File: config.mk
export PLATFORM = sky130hd
export DESIGN_NAME = insn_fetch_unit
export DESIGN_NICKNAME = d
export VERILOG_FILES = /design/src/rtl/insn_fetch_unit_pkg.sv /design/src/rtl/insn_fetch_unit_fetch_fifo.sv /design/src/rtl/insn_fetch_unit.sv
export SDC_FILE = /design/constraint.sdc
export NUM_CORES = 1
export LEC_CHECK = 0
export BUFFER_PORTS_ARGS = -buffer_cell sky130_fd_sc_hd__buf_2
export CORE_MARGIN = 2
export CORE_UTILIZATION = 50
export DETAILED_ROUTE_END_ITERATION = 12
export HOLD_SLACK_MARGIN = 0.1
export PLACE_DENSITY = 0.75
export SLEW_MARGIN = 10
export SYNTH_ARGS = -nofsm -noshare
export SYNTH_HDL_FRONTEND = slang
export SYNTH_HIERARCHICAL = 1
export SYNTH_SLANG_ARGS = --single-unit
File: constraint.sdc
create_clock -name clock -period 5.85 [get_ports clock]
set_clock_uncertainty 0.15 [all_clocks]
set_input_delay 0.585 -clock clock [delete_from_list [all_inputs] [get_ports clock]]
set_output_delay 0.585 -clock clock [all_outputs]
set_load 0.005 [all_outputs]
File: src/rtl/insn_fetch_unit_pkg.sv
// Shared decode constants and default widths for the instruction-fetch slice.
package insn_fetch_unit_pkg;

    localparam int ADDR_W_DEF = 12;
    localparam int INSN_W_DEF = 32;

    // Opcode field position inside an instruction word.
    localparam int OPCODE_MSB = 31;
    localparam int OPCODE_LSB = 27;

    localparam logic [4:0] OP_RTYPE = 5'b00000;
    localparam logic [4:0] OP_ADDI  = 5'b00101;
    localparam logic [4:0] OP_SW    = 5'b00111;
    localparam logic [4:0] OP_LW    = 5'b01000;

    // R-type instructions are identified purely by an all-zero opcode.
    function automatic logic is_rtype(input logic [4:0] opcode);
        return opcode == OP_RTYPE;
    endfunction

endpackage

File: src/rtl/insn_fetch_unit_fetch_fifo.sv
// Small synchronous fetch buffer with a single-cycle flush.
// Depth is a power of two so the pointers wrap by natural overflow.
module fetch_fifo #(
    parameter int WIDTH = 44,
    parameter int DEPTH = 2
) (
    input  logic                    clock,
    input  logic                    reset,
    input  logic                    flush_i,
    input  logic                    push_i,
    input  logic [WIDTH-1:0]        push_data_i,
    input  logic                    pop_i,
    output logic [WIDTH-1:0]        head_data_o,
    output logic [$clog2(DEPTH):0]  count_o
);

    localparam int PTR_W = $clog2(DEPTH);
    localparam int CNT_W = PTR_W + 1;

    logic [WIDTH-1:0] mem_q [DEPTH];
    logic [PTR_W-1:0] wr_ptr_q;
    logic [PTR_W-1:0] rd_ptr_q;
    logic [CNT_W-1:0] count_q;

    // Pointer and occupancy bookkeeping; flush empties the buffer in one cycle.
    always_ff @(posedge clock) begin
        if (reset || flush_i) begin
            wr_ptr_q <= '0;
            rd_ptr_q <= '0;
            count_q  <= '0;
        end else begin
            if (push_i) wr_ptr_q <= wr_ptr_q + PTR_W'(1);
            if (pop_i)  rd_ptr_q <= rd_ptr_q + PTR_W'(1);
            case ({push_i, pop_i})
                2'b10:   count_q <= count_q + CNT_W'(1);
                2'b01:   count_q <= count_q - CNT_W'(1);
                default: count_q <= count_q;
            endcase
        end
    end

    // Entry storage.
    // NOTE: the storage array has no reset; occupancy lives in count_q, so stale
    // words are never observable and the array can map onto plain flops/LUTRAM.
    always_ff @(posedge clock) begin
        if (push_i && !flush_i) mem_q[wr_ptr_q] <= push_data_i;
    end

    assign head_data_o = mem_q[rd_ptr_q];
    assign count_o     = count_q;

endmodule

File: src/rtl/insn_fetch_unit.sv
// Instruction-fetch stage: owns the PC, issues one imem read per cycle under a
// credit rule that guarantees buffer space for every return, and hands the
// buffered words to decode with the opcode pre-extracted.
module insn_fetch_unit
    import insn_fetch_unit_pkg::*;
#(
    parameter int                ADDR_W     = ADDR_W_DEF,
    parameter int                INSN_W     = INSN_W_DEF,
    parameter logic [ADDR_W-1:0] RESET_PC   = '0,
    parameter int                FIFO_DEPTH = 2
) (
    input  logic              clock,
    input  logic              reset,
    output logic              imem_req,
    output logic [ADDR_W-1:0] imem_addr,
    input  logic [INSN_W-1:0] imem_rdata,
    input  logic              redirect_valid,
    input  logic [ADDR_W-1:0] redirect_pc,
    output logic              out_valid,
    input  logic              out_ready,
    output logic [INSN_W-1:0] out_insn,
    output logic [ADDR_W-1:0] out_pc,
    output logic [4:0]        out_opcode,
    output logic              out_isR
);

    localparam int CNT_W  = $clog2(FIFO_DEPTH) + 1;
    localparam int USED_W = CNT_W + 1;
    localparam int ENT_W  = INSN_W + ADDR_W;

    logic [ADDR_W-1:0] pc_q, pc_d;
    logic              inflight_q;
    logic [ADDR_W-1:0] issued_pc_q;

    logic [CNT_W-1:0]  fifo_count;
    logic [ENT_W-1:0]  head_data;
    logic              head_valid;
    logic              pop_raw;
    logic              pop;
    logic              push;
    logic              issue;
    logic [USED_W-1:0] credits_used;

    assign head_valid = (fifo_count != '0);

    // Decode's acceptance; a redirect or reset in the same cycle cancels it.
    assign pop_raw = head_valid & out_ready;
    assign pop     = pop_raw & ~redirect_valid & ~reset;

    // Slots already claimed (buffered + in flight) after this cycle's pop.
    assign credits_used = USED_W'(fifo_count) + USED_W'(inflight_q) - USED_W'(pop_raw);
    assign issue = ~reset & ~redirect_valid & (credits_used < USED_W'(FIFO_DEPTH));

    // A return is kept only if nothing younger has flushed the stage.
    assign push = inflight_q & ~redirect_valid & ~reset;

    // Next PC: a redirect overrides sequential advance; the PC wraps naturally.
    // NOTE: always_comb assigns pc_d a default first so no path leaves it unassigned (no latch).
    always_comb begin
        pc_d = pc_q;
        if (redirect_valid)  pc_d = redirect_pc;
        else if (issue)      pc_d = pc_q + ADDR_W'(1);
    end

    // PC and in-flight tracking; reset takes precedence over any redirect.
    // NOTE: sequential state uses non-blocking assignments so every flop samples pre-edge values.
    always_ff @(posedge clock) begin
        if (reset) begin
            pc_q       <= RESET_PC;
            inflight_q <= 1'b0;
        end else begin
            pc_q       <= pc_d;
            inflight_q <= issue;
        end
    end

    // Remember which PC the outstanding read belongs to; only meaningful while inflight_q.
    always_ff @(posedge clock) begin
        if (issue) issued_pc_q <= pc_q;
    end

    fetch_fifo #(
        .WIDTH (ENT_W),
        .DEPTH (FIFO_DEPTH)
    ) u_fetch_fifo (
        .clock       (clock),
        .reset       (reset),
        .flush_i     (redirect_valid),
        .push_i      (push),
        .push_data_i ({imem_rdata, issued_pc_q}),
        .pop_i       (pop),
        .head_data_o (head_data),
        .count_o     (fifo_count)
    );

    // All outputs are forced low while reset is held.
    assign imem_req   = issue;
    assign imem_addr  = reset ? '0 : pc_q;
    assign out_valid  = ~reset & head_valid;
    assign out_insn   = reset ? '0 : head_data[ENT_W-1:ADDR_W];
    assign out_pc     = reset ? '0 : head_data[ADDR_W-1:0];
    assign out_opcode = out_insn[OPCODE_MSB:OPCODE_LSB];
    assign out_isR    = ~reset & is_rtype(out_opcode);

endmodule

; ---- Yosys cells after proc, flatten, opt, wreduce, memory -nomap -nowiden
; Memories as Yosys holds them, arrays and structs flattened. A register that Yosys moved wholly into a read port is not among the register bits.
; Cells that the tools add are included.
[word_totals]
register_bits = 29
ram_bits = 88
elab_cells = 45
out_inout_bits = 64
memories = 1
[mem_list]
columns = name, depth, word_bits, read_ports, rd_ports_with_merged_regs, write_ports, line
row1 = u_fetch_fifo.mem_q, 2, 44, 1, 1, 1, insn_fetch_unit_fetch_fifo.sv:20  ; logic [WIDTH-1:0] mem_q [DEPTH];
[classes]
order_cmp = 1
add_sub_neg = 7
n_mux = 10
bitwise_logic = 11
n_reduce_logical = 7
eq_ne = 2
[ops]
columns = op, n
row1 = 12-bit 2-to-1 mux, 4
row2 = 32-bit 2-to-1 mux, 1
row3 = 12-bit by 1-bit adder with 12-bit output (second input constant), 1
row4 = 1-bit bitwise AND, 9
row5 = 2-bit nonzero test, 3
row6 = 5-bit zero test, 1
row7 = 1-bit 2-to-1 mux, 4
row8 = 2-bit one-hot mux with 2 select lines, 1
row9 = 2-bit by 1-bit adder with 3-bit output, 1
row10 = 3-bit by 2-bit less-than comparator with 1-bit output (second input constant), 1
row11 = 3-bit by 1-bit subtractor with 3-bit output, 1
row12 = 1-bit adder (second input constant), 2
row13 = 2-bit by 1-bit adder with 2-bit output (second input constant), 1
row14 = 2-bit by 1-bit == test with 1-bit output (second input constant), 1
row15 = 2-bit == test (second input constant), 1
row16 = 1-bit NOT, 2
row17 = 2-bit by 1-bit subtractor with 2-bit output (second input constant), 1
row18 = 1-bit logical AND, 1
row19 = 1-bit zero test, 1
row20 = 1-bit logical OR, 1

; ---- Depth between registers and ports, before layout
; Gate-level depths: netlist of run 1.
[depth]
word_depth = 7
mapped_depth = 10
mapped_depth_nobuf = 10

; ---- Hierarchy
; The synthesis of run 1 kept the hierarchy.
[by_module_without_submodules]
columns = mod, area_each_um2, cells_each, n_inst
row1 = fetch_fifo, 3365.7, 157, 1
row2 = insn_fetch_unit, 1602.8, 182, 1

; ---- Least setup slack after synthesis of run 1
; No wires, ideal clock.
[synth_timing]
path_type = input to register
start = input reset
end = memory u_fetch_fifo.mem_q[1][0], enable pin
path_buffers = 2
arrival_ns = 4.582
setup_slack_ns = 0.608
required_time_ns = 5.190
setup_ns = 0.510
stages = 5
path_cell_list = buf_2 > buf_1 > nor3b_1 > inv_1 > nor3b_1
[synth_via]
elab_chain_len = 5
[synth_lines]
columns = item, line
row1 = start: declaration, insn_fetch_unit.sv:13  ; input logic reset,
row2 = 1-bit NOT, insn_fetch_unit.sv:55  ; assign push = inflight_q & ~redirect_valid & ~reset;
row3 = 1-bit bitwise AND, insn_fetch_unit.sv:55
row4 = via push, insn_fetch_unit.sv:40  ; logic push;
row5 = 1-bit logical AND, insn_fetch_unit_fetch_fifo.sv:46  ; if (push_i && !flush_i) mem_q[wr_ptr_q] <= push_data_i;
row6 = 1-bit 2-to-1 mux, insn_fetch_unit_fetch_fifo.sv:46
row7 = 1-bit 2-to-1 mux (implied by the code), insn_fetch_unit_fetch_fifo.sv:46
row8 = end: declaration, insn_fetch_unit_fetch_fifo.sv:20
; The timed path passes the listed nets, and every way through them passes these cells.

; ---- Worst setup path in the final report of run 1
[layout_timing]
start = register u_fetch_fifo.count_q[1], in the netlist u_fetch_fifo/count_o[1]
end = output imem_req
[layout_via]
elab_chain_len = 5
word_cells_on_any_way = 6
[layout_lines]
columns = item, line
row1 = start: declaration, insn_fetch_unit_fetch_fifo.sv:23  ; logic [CNT_W-1:0] count_q;
row2 = start signal: assignment, insn_fetch_unit_fetch_fifo.sv:35  ; 2'b10: count_q <= count_q + CNT_W'(1);
row3 = start signal: assignment, insn_fetch_unit_fetch_fifo.sv:36  ; 2'b01: count_q <= count_q - CNT_W'(1);
row4 = start signal: assignment, insn_fetch_unit_fetch_fifo.sv:37  ; default: count_q <= count_q;
row5 = "parallel branches: the longest is 2 deep, another holds 2-bit by 1-bit adder with 3-bit output", n/a
row6 = 3-bit by 1-bit subtractor with 3-bit output (*), insn_fetch_unit.sv:51  ; assign credits_used = USED_W'(fifo_count) + USED_W'(inflight_q) - USED_W'(pop_raw);
row7 = 3-bit by 2-bit less-than comparator with 1-bit output (*), insn_fetch_unit.sv:52  ; assign issue = ~reset & ~redirect_valid & (credits_used < USED_W'(FIFO_DEPTH));
row8 = 1-bit bitwise AND (*), insn_fetch_unit.sv:52
row9 = end: declaration, insn_fetch_unit.sv:14  ; output logic imem_req,
; Mark *: on every way between the ends.

==> results.sh, run 1 <==
export IMPL_die_height_um=104
export IMPL_avgSynthCellArea_um2=14.7
export IMPL_max_freq_mhz=243
export IMPL_grtUsageMet2=0.286
export IMPL_worst_r2r_path_depth=10
export IMPL_wl_per_cell_um=15.2
export IMPL_synthXorXnorAreaFrac=0.0106
export IMPL_crit_start="u_fetch_fifo/count_o[1]"
export IMPL_layout_commonest_cell="buf_2"
export IMPL_post_cts_resized=0
export IMPL_areaGrowthSynthToFinish_pct=25.3
export IMPL_diodes=0
export IMPL_hold_violations=0
export IMPL_yosys_register_bits=118
export IMPL_grt_ovfl_total=0
export IMPL_layout_setup_ws_ns=1.74
export IMPL_cts_root_buf="clkbuf_8"
export IMPL_grt_pass1_wl_um=14800
export IMPL_worst_setup_path_start_kind="register"
export IMPL_switchingPower_uw=419
export IMPL_fin_crit_ns=4.11
export IMPL_tns_ns=0
export IMPL_place_gp_congestion=0.867
export IMPL_synth_edf_count=100
export IMPL_ant_nets=0
export IMPL_routed_wl_um=9110
export IMPL_route_detailed_drc=0
export IMPL_critPathKind="reg2out"
export IMPL_synth_simple_gate_area_frac=0.129
export IMPL_clockBufferDepth=2
export IMPL_vias=3061
export IMPL_syn_area_um2=4970
export IMPL_fin_area_um2=6230
export IMPL_grt_max_degree=79
export IMPL_combPwrFrac=0.040
export IMPL_slowest_delay_ns=0.56
export IMPL_die_area_um2=10800
export IMPL_power_frac_seq=0.459
export IMPL_cts_hold_buf=0
export IMPL_coreArea_um2=9730
export IMPL_pre_cts_ws_ns=2.11
export IMPL_grt_pass1_vias=3102
export IMPL_crit_chain="nor2_1 > nor2b_1 > ha_1 > nand2b_1 > fa_1 > nor3b_4 > nand2_1 > inv_1 > buf_2"
export IMPL_cp_max_fo=19
export IMPL_io_buffers=111
export IMPL_via_per_inst=5.11
export IMPL_r2r_start="u_fetch_fifo/count_o[1]"
export IMPL_critPathRequiredTime_ns=5.12
export IMPL_clock_power_share=0.501
export IMPL_finalNetCount=505
export IMPL_maxCapViolations=0
export IMPL_busiest_layer="met2"
export IMPL_min_path_type="in2reg"
export IMPL_internal_power_mw=1.63
export IMPL_clock_latency_ns=0.50
export IMPL_hold_slack_ns=0.127
export IMPL_rsz0062_at_grt="no"
export IMPL_drive_gt1_frac=0.423
export IMPL_synth_cell_type_count=41
export IMPL_cts_tree="yes"
export IMPL_nFillCells=747
export IMPL_switching_share=0.205
export IMPL_synth_top_family_by_area="simple AND/OR/NAND/NOR gates"
export IMPL_utilization=0.640
export IMPL_p_leak_nw=2.32
export IMPL_cts_clk_slew_worst_paths_ns=0.06
export IMPL_placedInstanceArea_um2=5620
export IMPL_dieWidth_um=104
export IMPL_ys_flop_type="edfxtp_1"
export IMPL_netlist_instances=339
export IMPL_syn_nets=391
export IMPL_antenna_found_initial=0
export IMPL_rows=36
export IMPL_initial_core_util=0.511
export IMPL_relSlewSlack=0.457
export IMPL_yosys_warnings=6
export IMPL_yosys_mux_area_fraction=0.0997
export IMPL_met3_usage=0.0472
export IMPL_worst_path_max_delay_cell="inv_1"
export IMPL_yosys_area_share_adder=0.0116
export IMPL_min_path_cells=1
export IMPL_setup_viol=0
export IMPL_tightest_slew_ns=0.814
export IMPL_numClockSinks=118
export IMPL_drt_pass1_iterations=4
export IMPL_seq_area_frac_synth=0.677
export IMPL_yosysTopAreaCell="edfxtp_1"
export IMPL_layout_worst_path_cycle_share=0.703
export IMPL_end_kind="output pin"
export IMPL_cts_buffers=17
export IMPL_cellPowerDensity_nw_per_um2=329
export IMPL_final_cell_mix="buf_2, edfxtp_1, nor2b_1, mux2_2, dfxtp_1"
export IMPL_track_usage=0.173
export IMPL_min_from="imem_rdata[1]"
export IMPL_maxSlewViolCount=0
export IMPL_met1_usage=0.219
export IMPL_ir_drop_mv=0.235
export IMPL_dp_hpwl_um=5710
export IMPL_post_cts_buffers=0
export IMPL_synth_area_leaders="edfxtp_1, mux2_2, dfxtp_1"
export IMPL_status="complete, no violations"
export IMPL_synth_compound_area_frac=0.0446
export IMPL_h_tree_depth=4
export IMPL_synthArstFlopShare=0
export IMPL_pin_count=112
export IMPL_synth_top_cell_area_share=0.604
export IMPL_drt_iter0_markers=136
export IMPL_arrival_ns=3.38
[cell usage after synthesis (2+ instances only)]
master	instances
edfxtp_1	100
nor2b_1	55
mux2_2	44
dfxtp_1	18
nand2_1	10
nor3_1	9
a31oi_1	8
inv_1	7
buf_2	6
clkbuf_1	6
nor2_1	6
o21ai_0	6
a21oi_1	5
buf_4	5
nand3_1	5
or3_1	4
or4_1	4
xnor2_1	4
a311oi_1	3
ha_1	3
nor3b_1	3
a22oi_1	2
a2bb2oi_1	2
a32oi_1	2
and3_1	2
buf_1	2
nand4_1	2
o311ai_0	2
xor2_1	2
[sequential cells by signal (all words and copies together), names as in the netlist, named ones only]
signal and count:
u_fetch_fifo/rd_ptr_q 1, u_fetch_fifo/mem_q 88, u_fetch_fifo/count_o 2, pc_q 12, inflight_q 1, u_fetch_fifo/wr_ptr_q 1
issued_pc_q 12
[stage by stage]
step	instances	power, mW
4_1_cts	599	2.06
2_1_floorplan	339	0.995
6_report	599	2.05
5_1_grt	599	2.11
3_3_place_gp	567	1.04
3_5_place_dp	567	1.04
[power groups by stage]
stage	registers (mW)	clock network, mW	logic [mW]
finish	0.939	1.02	0.0823
global route	0.941	1.08	0.0915
CTS	0.939	1.04	0.0831
detailed placement	0.956	0	0.0827
global placement	0.955	0	0.0807
floorplan	0.952	0	0.0426
[path summary, 6_finish.rpt]
kind | to | slack, ns
max | imem_req | 1.74
min | u_fetch_fifo/mem_q[1][13] | 0.13
max reg2reg | pc_q[1] | 2.56
min reg2reg | u_fetch_fifo/mem_q[0][1] | 0.29
[kinds of logic (layout without fill, tap and decap cells)]
family,count (synthesis),after routing
and+or+nand+nor,107,107
buffers and inverters,27,154
muxes,44,44
xor gates and xnor gates,6,6
DFF,118,118
adders and majority gates,4,4
AOI/OAI and AO/OA,33,33
[metal layers]
layer,wire length [um],vias to the layer above
met2,4420,101
met4,97,0
met5,0,-
li1,-,1487
met3,530,6
met1,4060,1467
[cell type report]
class	count	area, um2	share of cell area
Sequential cell	118	3360	0.540
Multi-Input combinational cell	194	1480	0.238
Timing Repair Buffer	115	586	0.0940
Clock buffer	18	428	0.0687
Clock inverter	14	176	0.0283
Tap cell	133	166	0.0267
Inverter	7	26.3	0.00422
[worst max-delay path, delay by kind of cell (launching register included)]
| kind | cells | cell delay (ns) |
|---|---|---|
| buf+inv | 2 | 0.79 |
| flops | 1 | 0.45 |
| fa+ha+maj | 2 | 0.74 |
| simple gates | 5 | 0.88 |
Power figures use the tool's default switching activity.
==> run 2, diff against run 1 <==
--- a/config.mk
+++ b/config.mk
@@ -5,12 +5,13 @@
 export SDC_FILE = /design/constraint.sdc
 export NUM_CORES = 1
 export LEC_CHECK = 0
+export ABC_AREA = 1
 export BUFFER_PORTS_ARGS = -buffer_cell sky130_fd_sc_hd__buf_2
 export CORE_MARGIN = 2
 export CORE_UTILIZATION = 50
 export DETAILED_ROUTE_END_ITERATION = 12
 export HOLD_SLACK_MARGIN = 0.1
-export PLACE_DENSITY = 0.75
+export PLACE_DENSITY = 0.74
 export SLEW_MARGIN = 10
 export SYNTH_ARGS = -nofsm -noshare
 export SYNTH_HDL_FRONTEND = slang
==> constraint.sdc (replaced) <==
create_clock -name clock -period 3.9 [get_ports clock]
set_clock_uncertainty 0.15 [all_clocks]
set_input_delay 0.39 -clock clock [delete_from_list [all_inputs] [get_ports clock]]
set_output_delay 0.39 -clock clock [all_outputs]
set_load 0.005 [all_outputs]
==> run 2 against run 1 <==
Compared with the run above:
- sequential share of layout area down 5.4 points
- synthesized cell count grew 33%
- largest power group is now sequential cells
- cell count rose by 27%
- synthesized area up 8.1%
- combinational power is 110% higher
- critical path type unchanged
==> results.sh, run 2 <==
export IMPL_synth_cell_type_count=32
export IMPL_total_power_mw=2.89
export IMPL_cellPowerDensity_nw_per_um2=418
export IMPL_drt_pass1_iterations=5
export IMPL_ys_flop_type="edfxtp_1"
export IMPL_layout_commonest_cell="buf_2"
export IMPL_end_kind="output pin"
export IMPL_initial_core_util=0.518
export IMPL_grt_pass1_vias=3512
export IMPL_yosys_register_bits=118
export IMPL_worst_r2r_path_depth=13
export IMPL_tightest_slew_ns=0.698
export IMPL_final_cell_mix="buf_2, edfxtp_1, nor2_1, inv_1"
export IMPL_pin_count=112
export IMPL_yosys_warnings=6
export IMPL_yosysTopAreaCell="edfxtp_1"
export IMPL_power_frac_seq=0.488
export IMPL_arrival_ns=3.02
export IMPL_nFillCells=783
export IMPL_areaGrowthSynthToFinish_pct=28.8
export IMPL_ant_nets=0
export IMPL_numClockSinks=118
export IMPL_cp_max_fo=19
export IMPL_ir_drop_mv=0.266
export IMPL_min_path_cells=2
export IMPL_hold_violations=0
export IMPL_diodes=0
export IMPL_dieWidth_um=108
export IMPL_yosysMostFrequentCell="edfxtp_1"
export IMPL_internal_power_mw=2.30
export IMPL_rows=37
export IMPL_finalNetCount=663
export IMPL_grt_pass1_wl_um=15700
export IMPL_dp_hpwl_um=6370
export IMPL_vias=3558
export IMPL_h_tree_depth=4
export IMPL_synthArstFlopShare=0
export IMPL_cts_root_buf="clkbuf_8"
export IMPL_grt_ovfl_total=0
export IMPL_syn_area_um2=5370
export IMPL_synth_area_leaders="edfxtp_1, mux2_4, dfxtp_1"
export IMPL_fin_crit_ns=3.56
export IMPL_critPathRequiredTime_ns=3.36
export IMPL_switchingPower_uw=593
export IMPL_track_usage=0.176
export IMPL_largest_register="u_fetch_fifo/mem_q"
export IMPL_clock_power_share=0.452
export IMPL_die_area_um2=11600
export IMPL_rsz0062_at_grt="no"
export IMPL_cts_buffers=17
export IMPL_max_freq_mhz=281
export IMPL_r2r_start="u_fetch_fifo/count_o[1]"
export IMPL_reg_top3="u_fetch_fifo/mem_q (88), issued_pc_q (12), pc_q (12)"
export IMPL_reg2reg_setup_slack_ns=1.03
export IMPL_cts_tree="yes"
export IMPL_via_per_inst=4.69
export IMPL_relSlewSlack=0.535
export IMPL_maxSlewViolCount=0
export IMPL_clockBufferDepth=2
export IMPL_hold_path_end="u_fetch_fifo/rd_ptr_q"
export IMPL_antenna_found_initial=0
export IMPL_min_from="redirect_valid"
export IMPL_io_buffers=111
export IMPL_routed_wl_um=9870
export IMPL_coreArea_um2=10400
export IMPL_avgSynthCellArea_um2=11.9
export IMPL_netlist_instances=452
export IMPL_worst_setup_path_start_kind="register"
export IMPL_wl_per_cell_um=13.0
export IMPL_fin_area_um2=6910
export IMPL_status="complete, no violations"
export IMPL_setup_viol=0
export IMPL_r2r_end="pc_q[8]"
export IMPL_switching_share=0.205
export IMPL_drt_iter0_markers=201
export IMPL_placedInstanceArea_um2=5960
export IMPL_yosys_top_cells_count="edfxtp_1, nor2_1, inv_1"
export IMPL_critPathKind="reg2out"
export IMPL_synth_top_cell_area_share=0.559
export IMPL_synth_edf_count=100
export IMPL_place_gp_congestion=0.826
export IMPL_combPwrFrac=0.060
export IMPL_seq_area_frac_synth=0.626
export IMPL_min_path_type="in2reg"
export IMPL_clock_latency_ns=0.49
export IMPL_die_height_um=108
export IMPL_maxCapViolations=0
export IMPL_p_leak_nw=3.01
export IMPL_syn_nets=504
export IMPL_drive_gt1_frac=0.319
export IMPL_cts_clk_slew_worst_paths_ns=0.06
export IMPL_grt_max_degree=45
export IMPL_route_detailed_drc=0
export IMPL_layout_worst_path_cycle_share=0.912
export IMPL_largest_register_ffs=88
-- run 2: cell types whose count changed after synthesis, moves of 34 or more --
cell	change
nor2_1	+79
inv_1	+68
nor2b_1	-55
mux2_2	-40
mux2_4	+40
nand2_1	+34
-- run 2: metrics by stage --
| stage | hold slack (ns) | setup TNS (ns) | setup slack [ns] | utilization | cells |
|---|---|---|---|---|---|
| floorplan | 0.271 | -39.95 | -0.454 | - | 452 |
| global placement | 0.274 | 0 | 0.911 | 0.575 | 684 |
| detailed placement | 0.286 | 0 | 0.824 | 0.575 | 684 |
| CTS | 0.208 | 0 | 0.300 | 0.667 | 759 |
| global route | 0.228 | 0 | 0.159 | 0.667 | 759 |
| finish | 0.223 | 0 | 0.344 | 0.667 | 759 |
-- run 2: cells by family after synthesis --
logic type	after synthesis	synth area share
AOI/OAI and AO/OA	19	0.0182
DFF	118	0.626
and+or+nand+nor	166	0.131
xor gates and xnor gates	4	0.00652
adders and majority gates	4	0.0107
buffers and inverters	97	0.0871
muxes	44	0.120
-- run 2: worst max path at each step --
stage / from / endpoint / depth (start not counted)
2_1_floorplan: reset / u_fetch_fifo/mem_q[1][0] / 5
6_report: u_fetch_fifo/count_o[1] / imem_req / 10
5_1_grt: u_fetch_fifo/count_o[1] / imem_req / 10
4_1_cts: u_fetch_fifo/count_o[1] / imem_req / 10
3_5_place_dp: u_fetch_fifo/count_o[1] / imem_req / 10
3_3_place_gp: out_ready / imem_req / 11
-- run 2: what timing repair did --
item	in CTS	in global routing
gates resized for setup	0	0
hold buffers	44	0
endpoints found under the hold margin	76	0
buffers inserted	0	0
-- run 2: per-layer routing --
metal	wire length (um)	track usage	vias to the layer above
met1	4330	0.208	1641
li1	-	-	1795
met3	574	0.0466	11
met5	0	0	-
met4	97	0.0559	0
met2	4870	0.313	111
-- run 2: power groups by stage --
stage          combinational (mW)  sequential (mW)  clock (mW)
2_1_floorplan              0.0784             1.43           0
3_3_place_gp                0.135             1.43           0
3_5_place_dp                0.140             1.43           0
4_1_cts                     0.175             1.41        1.34
5_1_grt                     0.195             1.41        1.39
6_report                    0.174             1.41        1.31
-- run 2: final cells by class --
| cell class | count | area [um2] | share of cell area |
|---|---|---|---|
| clock inverter | 13 | 91.3 | 0.0132 |
| clock buffer | 18 | 418 | 0.0604 |
| timing repair buffer | 159 | 1030 | 0.148 |
| inverter | 78 | 295 | 0.0427 |
| sequential | 118 | 3360 | 0.487 |
| tap | 136 | 170 | 0.0246 |
| multi-input combinational | 237 | 1550 | 0.224 |
-- run 2: worst max-delay path, stage by stage, from the launching register on --
cell and delay, ns:
dfxtp_1 0.35, o21ai_0 0.25, inv_1 0.08, ha_1 0.27
or2_2 0.30, fa_1 0.48, inv_1 0.06, nor2_4 0.12
nand2_4 0.12, inv_2 0.31, buf_2 0.18
